**config.mk**
```make
export PLATFORM = sky130hd
export DESIGN_NAME = fsm_seq_ctrl
export DESIGN_NICKNAME = d
export VERILOG_FILES = /design/src/rtl/fsm_seq_pkg.sv /design/src/rtl/fsm_seq_ctrl_rr_arb2.sv /design/src/rtl/fsm_seq_ctrl.sv
export SDC_FILE = /design/constraint.sdc
export NUM_CORES = 1
export LEC_CHECK = 0
export CAP_MARGIN = 0
export CORE_MARGIN = 3
export CORE_UTILIZATION = 42
export DETAILED_ROUTE_END_ITERATION = 8
export HOLD_SLACK_MARGIN = 0.08
export PLACE_DENSITY_LB_ADDON = 0.12
export SETUP_SLACK_MARGIN = 0.5
export SYNTH_ARGS = -nofsm -noshare
export SYNTH_HDL_FRONTEND = slang
export SYNTH_HIERARCHICAL = 1
export SYNTH_SLANG_ARGS = --single-unit
```
**constraint.sdc**
```tcl
create_clock -name sclk -period 3 [get_ports sclk]
set_input_delay 0.6 -clock sclk [delete_from_list [all_inputs] [get_ports sclk]]
set_output_delay 0.6 -clock sclk [all_outputs]
set_load 0.02 [all_outputs]
```
**src/rtl/fsm_seq_pkg.sv**
```systemverilog
// fsm_seq_pkg: shared types and constants for the fsm_seq_ctrl sequencer.
//   state_e  : 3-bit sequencer state encoding (S_IDLE .. S_CHK)
//   CHK_LEN  : number of cycles spent in S_CHK after the last phase
//   STAT_W   : width of the optional pass/fail statistics counters
//   sat_inc2 : 2-bit saturating increment used by the pulse monitors
package fsm_seq_pkg;

  typedef enum logic [2:0] {
    S_IDLE = 3'd0,
    S_H1   = 3'd1,
    S_L1   = 3'd2,
    S_H2   = 3'd3,
    S_L2   = 3'd4,
    S_CHK  = 3'd5
  } state_e;

  localparam int unsigned CHK_LEN = 2;
  localparam int unsigned STAT_W  = 16;

  function automatic logic [1:0] sat_inc2(input logic [1:0] c, input logic inc);
    return (inc && (c != 2'b11)) ? c + 2'd1 : c;
  endfunction

endpackage

```
**src/rtl/fsm_seq_ctrl_rr_arb2.sv**
```systemverilog
// rr_arb2: two-way round-robin arbiter.
//   sclk    in  : clock
//   s_rst_n in  : synchronous active-low reset (pointer back to requester 0)
//   req_i   in  : request, one bit per requester
//   adv_i   in  : a grant is being taken this cycle; move the pointer
//   gnt_o   out : one-hot combinational grant (0 when nothing requests)
module rr_arb2 (
  input  logic       sclk,
  input  logic       s_rst_n,
  input  logic [1:0] req_i,
  input  logic       adv_i,
  output logic [1:0] gnt_o
);

  // ptr_q names the requester that wins a tie.
  logic ptr_q, ptr_d;

  always_comb begin
    gnt_o = 2'b00;
    case (req_i)
      2'b01:   gnt_o = 2'b01;
      2'b10:   gnt_o = 2'b10;
      2'b11:   gnt_o = ptr_q ? 2'b10 : 2'b01;
      default: gnt_o = 2'b00;
    endcase
    ptr_d = ptr_q;
    // The pointer moves away from whoever just won.
    if (adv_i && (gnt_o != 2'b00)) ptr_d = gnt_o[0];
  end

  always_ff @(posedge sclk) begin
    if (!s_rst_n) ptr_q <= 1'b0;
    else          ptr_q <= ptr_d;
  end

endmodule

```
**src/rtl/fsm_seq_ctrl.sv**
```systemverilog
// fsm_seq_ctrl: arbitrates two requesters for one edge-pattern detector,
// drives the detector through a 1-0-1-0 pattern with the winner's hold time,
// and reports whether k2 and k1 each pulsed exactly once.
//   sclk       in  : clock
//   s_rst_n    in  : synchronous active-low reset (also resets the detector)
//   pi_req     in  : request level per requester, sampled only in S_IDLE
//   pi_hold    in  : per-requester phase length, [HOLD_W-1:0] = requester 0
//   po_gnt     out : one-hot grant held for the transaction
//   po_a       out : registered drive to the detector input
//   pi_k1      in  : detector k1 pulse
//   pi_k2      in  : detector k2 pulse
//   po_done    out : 1-cycle pass pulse
//   po_err     out : 1-cycle fail pulse
//   po_ok_cnt  out : saturating pass count   (FSM_SEQ_CNT_EN only)
//   po_err_cnt out : saturating fail count   (FSM_SEQ_CNT_EN only)
// Optional feature macro: FSM_SEQ_CNT_EN.
//
// state  | meaning
// S_IDLE | waiting for a request, outputs idle
// S_H1   | first high phase, H cycles
// S_L1   | first low phase, H cycles
// S_H2   | second high phase, H cycles
// S_L2   | second low phase, H cycles
// S_CHK  | CHK_LEN cycles for late pulses, verdict on exit
module fsm_seq_ctrl
  import fsm_seq_pkg::*;
#(
  parameter int HOLD_W = 8
) (
  input  logic                sclk,
  input  logic                s_rst_n,
  input  logic [1:0]          pi_req,
  input  logic [2*HOLD_W-1:0] pi_hold,
  output logic [1:0]          po_gnt,
  output logic                po_a,
  input  logic                pi_k1,
  input  logic                pi_k2,
  output logic                po_done,
  output logic                po_err
`ifdef FSM_SEQ_CNT_EN
  ,
  output logic [STAT_W-1:0]   po_ok_cnt,
  output logic [STAT_W-1:0]   po_err_cnt
`endif
);

  localparam logic [HOLD_W-1:0] ONE     = HOLD_W'(1);
  localparam logic [HOLD_W-1:0] CHK_TOP = HOLD_W'(CHK_LEN - 1);

  state_e            state_q, state_d;
  logic [HOLD_W-1:0] hold_q, hold_d;
  logic [HOLD_W-1:0] cnt_q, cnt_d;
  logic [1:0]        gnt_q, gnt_d;
  logic              a_q, a_d;
  logic              done_q, done_d;
  logic              err_q, err_d;
  logic [1:0]        k1_q, k1_d, k2_q, k2_d;

  logic [1:0]        arb_gnt;
  logic              arb_adv;
  logic [HOLD_W-1:0] hold_sel, hold_eff;
  logic [1:0]        k1_nx, k2_nx;
  logic              tc;

  assign arb_adv = (state_q == S_IDLE) && (pi_req != 2'b00);

  rr_arb2 u_arb (
    .sclk    (sclk),
    .s_rst_n (s_rst_n),
    .req_i   (pi_req),
    .adv_i   (arb_adv),
    .gnt_o   (arb_gnt)
  );

  assign hold_sel = arb_gnt[1] ? pi_hold[2*HOLD_W-1:HOLD_W] : pi_hold[HOLD_W-1:0];
  assign hold_eff = (hold_sel == '0) ? ONE : hold_sel;

  // Counts include this cycle's sample so the S_CHK exit verdict sees the
  // last monitored cycle.
  assign k1_nx = sat_inc2(k1_q, pi_k1);
  assign k2_nx = sat_inc2(k2_q, pi_k2);
  assign tc    = (cnt_q == '0);

  always_comb begin
    state_d = state_q;
    hold_d  = hold_q;
    cnt_d   = cnt_q;
    gnt_d   = gnt_q;
    done_d  = 1'b0;
    err_d   = 1'b0;
    k1_d    = k1_q;
    k2_d    = k2_q;

    if (state_q != S_IDLE) begin
      k1_d = k1_nx;
      k2_d = k2_nx;
    end

    case (state_q)
      S_IDLE: begin
        if (arb_gnt != 2'b00) begin
          gnt_d   = arb_gnt;
          hold_d  = hold_eff;
          cnt_d   = hold_eff - ONE;
          k1_d    = 2'b00;
          k2_d    = 2'b00;
          state_d = S_H1;
        end
      end
      S_H1, S_L1, S_H2: begin
        if (tc) begin
          cnt_d   = hold_q - ONE;
          state_d = (state_q == S_H1) ? S_L1 : (state_q == S_L1) ? S_H2 : S_L2;
        end else begin
          cnt_d = cnt_q - ONE;
        end
      end
      S_L2: begin
        if (tc) begin
          cnt_d   = CHK_TOP;
          state_d = S_CHK;
        end else begin
          cnt_d = cnt_q - ONE;
        end
      end
      S_CHK: begin
        if (tc) begin
          state_d = S_IDLE;
          gnt_d   = 2'b00;
          if ((k1_nx == 2'd1) && (k2_nx == 2'd1)) done_d = 1'b1;
          else                                    err_d  = 1'b1;
        end else begin
          cnt_d = cnt_q - ONE;
        end
      end
      default: begin
        state_d = S_IDLE;
        gnt_d   = 2'b00;
      end
    endcase

    a_d = (state_d == S_H1) || (state_d == S_H2);
  end

  always_ff @(posedge sclk) begin
    if (!s_rst_n) begin
      state_q <= S_IDLE;
      hold_q  <= ONE;
      cnt_q   <= '0;
      gnt_q   <= 2'b00;
      a_q     <= 1'b0;
      done_q  <= 1'b0;
      err_q   <= 1'b0;
      k1_q    <= 2'b00;
      k2_q    <= 2'b00;
    end else begin
      state_q <= state_d;
      hold_q  <= hold_d;
      cnt_q   <= cnt_d;
      gnt_q   <= gnt_d;
      a_q     <= a_d;
      done_q  <= done_d;
      err_q   <= err_d;
      k1_q    <= k1_d;
      k2_q    <= k2_d;
    end
  end

  assign po_gnt  = gnt_q;
  assign po_a    = a_q;
  assign po_done = done_q;
  assign po_err  = err_q;

`ifdef FSM_SEQ_CNT_EN
  logic [STAT_W-1:0] ok_cnt_q, err_cnt_q;

  always_ff @(posedge sclk) begin
    if (!s_rst_n) begin
      ok_cnt_q  <= '0;
      err_cnt_q <= '0;
    end else begin
      if (done_q && (ok_cnt_q != '1))  ok_cnt_q  <= ok_cnt_q + 1'b1;
      if (err_q  && (err_cnt_q != '1)) err_cnt_q <= err_cnt_q + 1'b1;
    end
  end

  assign po_ok_cnt  = ok_cnt_q;
  assign po_err_cnt = err_cnt_q;
`endif

endmodule

```
==> flow_metrics.env <==
export IMPL_start_kind="input port"
export IMPL_grt_overflow_total=0
export IMPL_maxCapViolations=0
export IMPL_die_area_sq_um=5910
export IMPL_numCtsBuffers=5
export IMPL_hold_viol_final=0
export IMPL_ant_nets=0
export IMPL_drv_slew=0
export IMPL_worst_path_most_repeated_cell="buf_12"
export IMPL_powerDensity_nw_per_um2=754
export IMPL_synth_seq_cells=29
export IMPL_synth_top_flop_cell="dfxtp_1"
export IMPL_ys_top_cells_by_area="dfxtp_1 (28%), nor2_1 (6.4%), a21oi_1 (3.8%), ha_1 (3.6%), mux2i_1 (3.3%)"
export IMPL_drive_above_1_share=0.201
export IMPL_io_pins=27
export IMPL_setup_viol=0
export IMPL_cts_root_buf="clkbuf_8"
export IMPL_met3_usage=0.0364
export IMPL_cp_slowest_stage_delay_ps=320
export IMPL_grt_setup_unrepaired="true"
export IMPL_tritoncts="yes"
export IMPL_grt_pass1_vias=2126
export IMPL_combPwrFrac=0.545
export IMPL_tightestPinTransition_ps=574
export IMPL_start_util=0.441
export IMPL_cts_sink_count=29
export IMPL_yosysTopAreaCell="dfxtp_1"
export IMPL_use_met1=0.255
export IMPL_grt_pass1_wl_mm=9.94
export IMPL_hold_class="reg -> reg"
export IMPL_vias=2172
export IMPL_std_cell_rows=25
export IMPL_synth_common_cells="nor2_1 (36), dfxtp_1 (29), a21oi_1 (16), nand2_1 (16)"
export IMPL_end_kind="flip-flop"
export IMPL_top_usage_layer="met2"
export IMPL_synth_cell_types=58
export IMPL_path_max_fanout=4
export IMPL_cts_hold_buf=0
export IMPL_leakage_nw=1.15
export IMPL_synth_fp_nets=297
export IMPL_wire_per_inst_microns=14.8
export IMPL_vdd_ir_drop_max_mv=0.322
export IMPL_cts_path_max_buffers=2
export IMPL_hpwl_mm=4.47
export IMPL_pwr_share_seq=0.302
export IMPL_die_y_microns=76.9
export IMPL_core_area_sq_um=4790
export IMPL_viasPerCell=5.55
export IMPL_netlist_area_leader_share=0.275
export IMPL_first_pass_iters=4
export IMPL_crit_type="in -> reg"
export IMPL_cts_htree_levels=2
export IMPL_wirelength_mm=5.80
export IMPL_period_share=0.847
export IMPL_gp_congestion=0.870
export IMPL_antenna_found_initial=0
export IMPL_drtIter0Drc=187
export IMPL_grt_max_degree=20
export IMPL_nFillCells=449
export IMPL_drc=0
export IMPL_fin_skew_ps=6.36
export IMPL_synth_edf_count=0
export IMPL_yosys_warnings=6
export IMPL_nets=352
export IMPL_dpl_instance_area_sq_um=2660
export IMPL_syn2layout_area_growth_pct=35.6
export IMPL_insertion_delay_ps=280
export IMPL_final_area_sq_um=2860
export IMPL_synth_most_common_cell="nor2_1"
export IMPL_pwr_share_clk=0.153
export IMPL_crit_arrival_ps=2760
export IMPL_async_flop_share=0
export IMPL_total_power_mw=2.16
export IMPL_min_period_ps=2540
export IMPL_status="finished clean"
export IMPL_cts_clk_slew_worst_paths_ps=60
export IMPL_met2_usage=0.356
export IMPL_track_usage=0.210
export IMPL_multi_input_area_sq_um=1510
export IMPL_synth_cells=269
export IMPL_slew_limit_headroom=0.617
export IMPL_sw_frac_of_total=0.439
export IMPL_portBuffers=26
export IMPL_regArea_sq_um=582
export IMPL_critPathSlowestCell="or3_1"
export IMPL_worstPathCellList="buf_8 > a21boi_4 > buf_12 > buf_12 > mux2i_4 > o2111ai_2 > a22o_1 > ha_4 > xor2_2 > or3_1 > a21oi_1 > o221a_1"
export IMPL_power_switching_uw=948
export IMPL_intPower_mw=1.21
export IMPL_cp_data_required_time_ps=3220
export IMPL_syn_area_sq_um=2110
export IMPL_n_antenna_cell=0
export IMPL_syn_area_per_cell_sq_um=7.85
export IMPL_ys_seq_area_frac=0.275
export IMPL_die_width_microns=76.9
export IMPL_fmax_mhz=394
export IMPL_utilization=0.598
==> kinds of logic (layout without fill, tap and decap cells) <==
logic type,count (synthesis),count (layout),synth area share
simple gates,111,111,0.289
compound gates,76,76,0.252
flops,29,29,0.275
buf+inv,25,80,0.0510
xor+xnor,13,13,0.0539
mux,9,9,0.0439
fa+ha+maj,6,6,0.0356
==> cell type report <==
cell class	count	share of cell area
repair buffers	61	0.194
well taps	67	0.0293
flip-flops and latches	29	0.203
multi-input cells	215	0.527
clock inverters	1	0.00262
clock buffers	6	0.0288
inverters	12	0.0157
==> cell usage in the layout (no fill, tap or decap), types with 2 or more instances in the layout <==
| cell type | instances |
|---|---|
| buf_4 | 32 |
| nor4_1 | 2 |
| nor2_1 | 36 |
| buf_12 | 2 |
| o221ai_1 | 2 |
| a21oi_1 | 16 |
| a211o_1 | 2 |
| clkbuf_8 | 6 |
| inv_1 | 11 |
| nand2b_1 | 3 |
| dlygate4sd2_1 | 5 |
| a31oi_1 | 5 |
| a22o_1 | 2 |
| buf_6 | 2 |
| a211oi_1 | 7 |
| nor3b_1 | 4 |
| clkdlybuf4s50_1 | 18 |
| a32oi_1 | 5 |
| o21a_1 | 3 |
| mux2i_4 | 2 |
| nor2b_1 | 5 |
| o21ai_0 | 11 |
| dfxtp_1 | 28 |
| xnor2_1 | 5 |
| nor3_1 | 12 |
| mux2i_1 | 5 |
| nand4_1 | 4 |
| nand2_1 | 16 |
| nor3_2 | 2 |
| or4_1 | 5 |
| o221a_1 | 2 |
| nand3_1 | 3 |
| o211ai_1 | 3 |
| o21ai_1 | 3 |
| xor2_1 | 7 |
| or3_1 | 6 |
| ha_1 | 5 |
| nor4_2 | 2 |
==> critical path, delay by kind of cell <==
kind / cells / cell delay, ps
AOI/OAI and AO/OA: 5 / 910
buffers and inverters: 3 / 320
and+or+nand+nor: 1 / 320
muxes: 1 / 250
adders and majority gates: 1 / 190
xor gates and xnor gates: 1 / 170
==> worst paths after layout <==
path / from / endpoint / slack [ps] / cells after the start
setup / recovery: pi_req[0] / cnt_q[2] / 460 / 12
setup reg to reg: u_arb/ptr_q / cnt_q[2] / 510 / 12
hold / removal: po_gnt[0] / po_gnt[0] / 510 / 2
hold reg to reg: po_gnt[0] / po_gnt[0] / 510 / 2
==> power groups by stage <==
stage	Sequential (mW)	Clock (mW)	Combinational [mW]
finish	0.651	0.331	1.18
detailed placement	0.656	0	1.13
global placement	0.655	0	1.13
global route	0.672	0.357	1.32
CTS	0.649	0.340	1.15
floorplan	0.606	0	0.867
==> state kept, by name, summed over array words and instances, names as in the netlist <==
signal,count
po_a,1
po_err,1
state_q,3
hold_q,8
k2_q,2
cnt_q,8
k1_q,2
po_done,1
u_arb/ptr_q,1
po_gnt,2
==> routing by layer <==
layer | vias to the layer above | wire, microns
met3 | 9 | 256
met5 | - | 0
li1 | 1113 | -
met2 | 52 | 2850
met1 | 998 | 2560
met4 | 0 | 132
==> stage by stage <==
stage          cells  setup WS (ps)  TNS (ps)  hold slack [ps]
2_1_floorplan    269            422         0              480
3_3_place_gp     376           -101      -164              501
3_5_place_dp     376           -186      -331              505
4_1_cts          388            430         0              499
5_1_grt          391            387         0              554
6_report         391            460         0              513
==> timing repair <==
item / in CTS / in global routing
pin swaps: 8 / 8
buffers inserted: 5 / 3
resized for setup: 18 / 7
setup endpoints to repair: 5 / 2
Note: power is estimated with default switching activity, not from simulation.
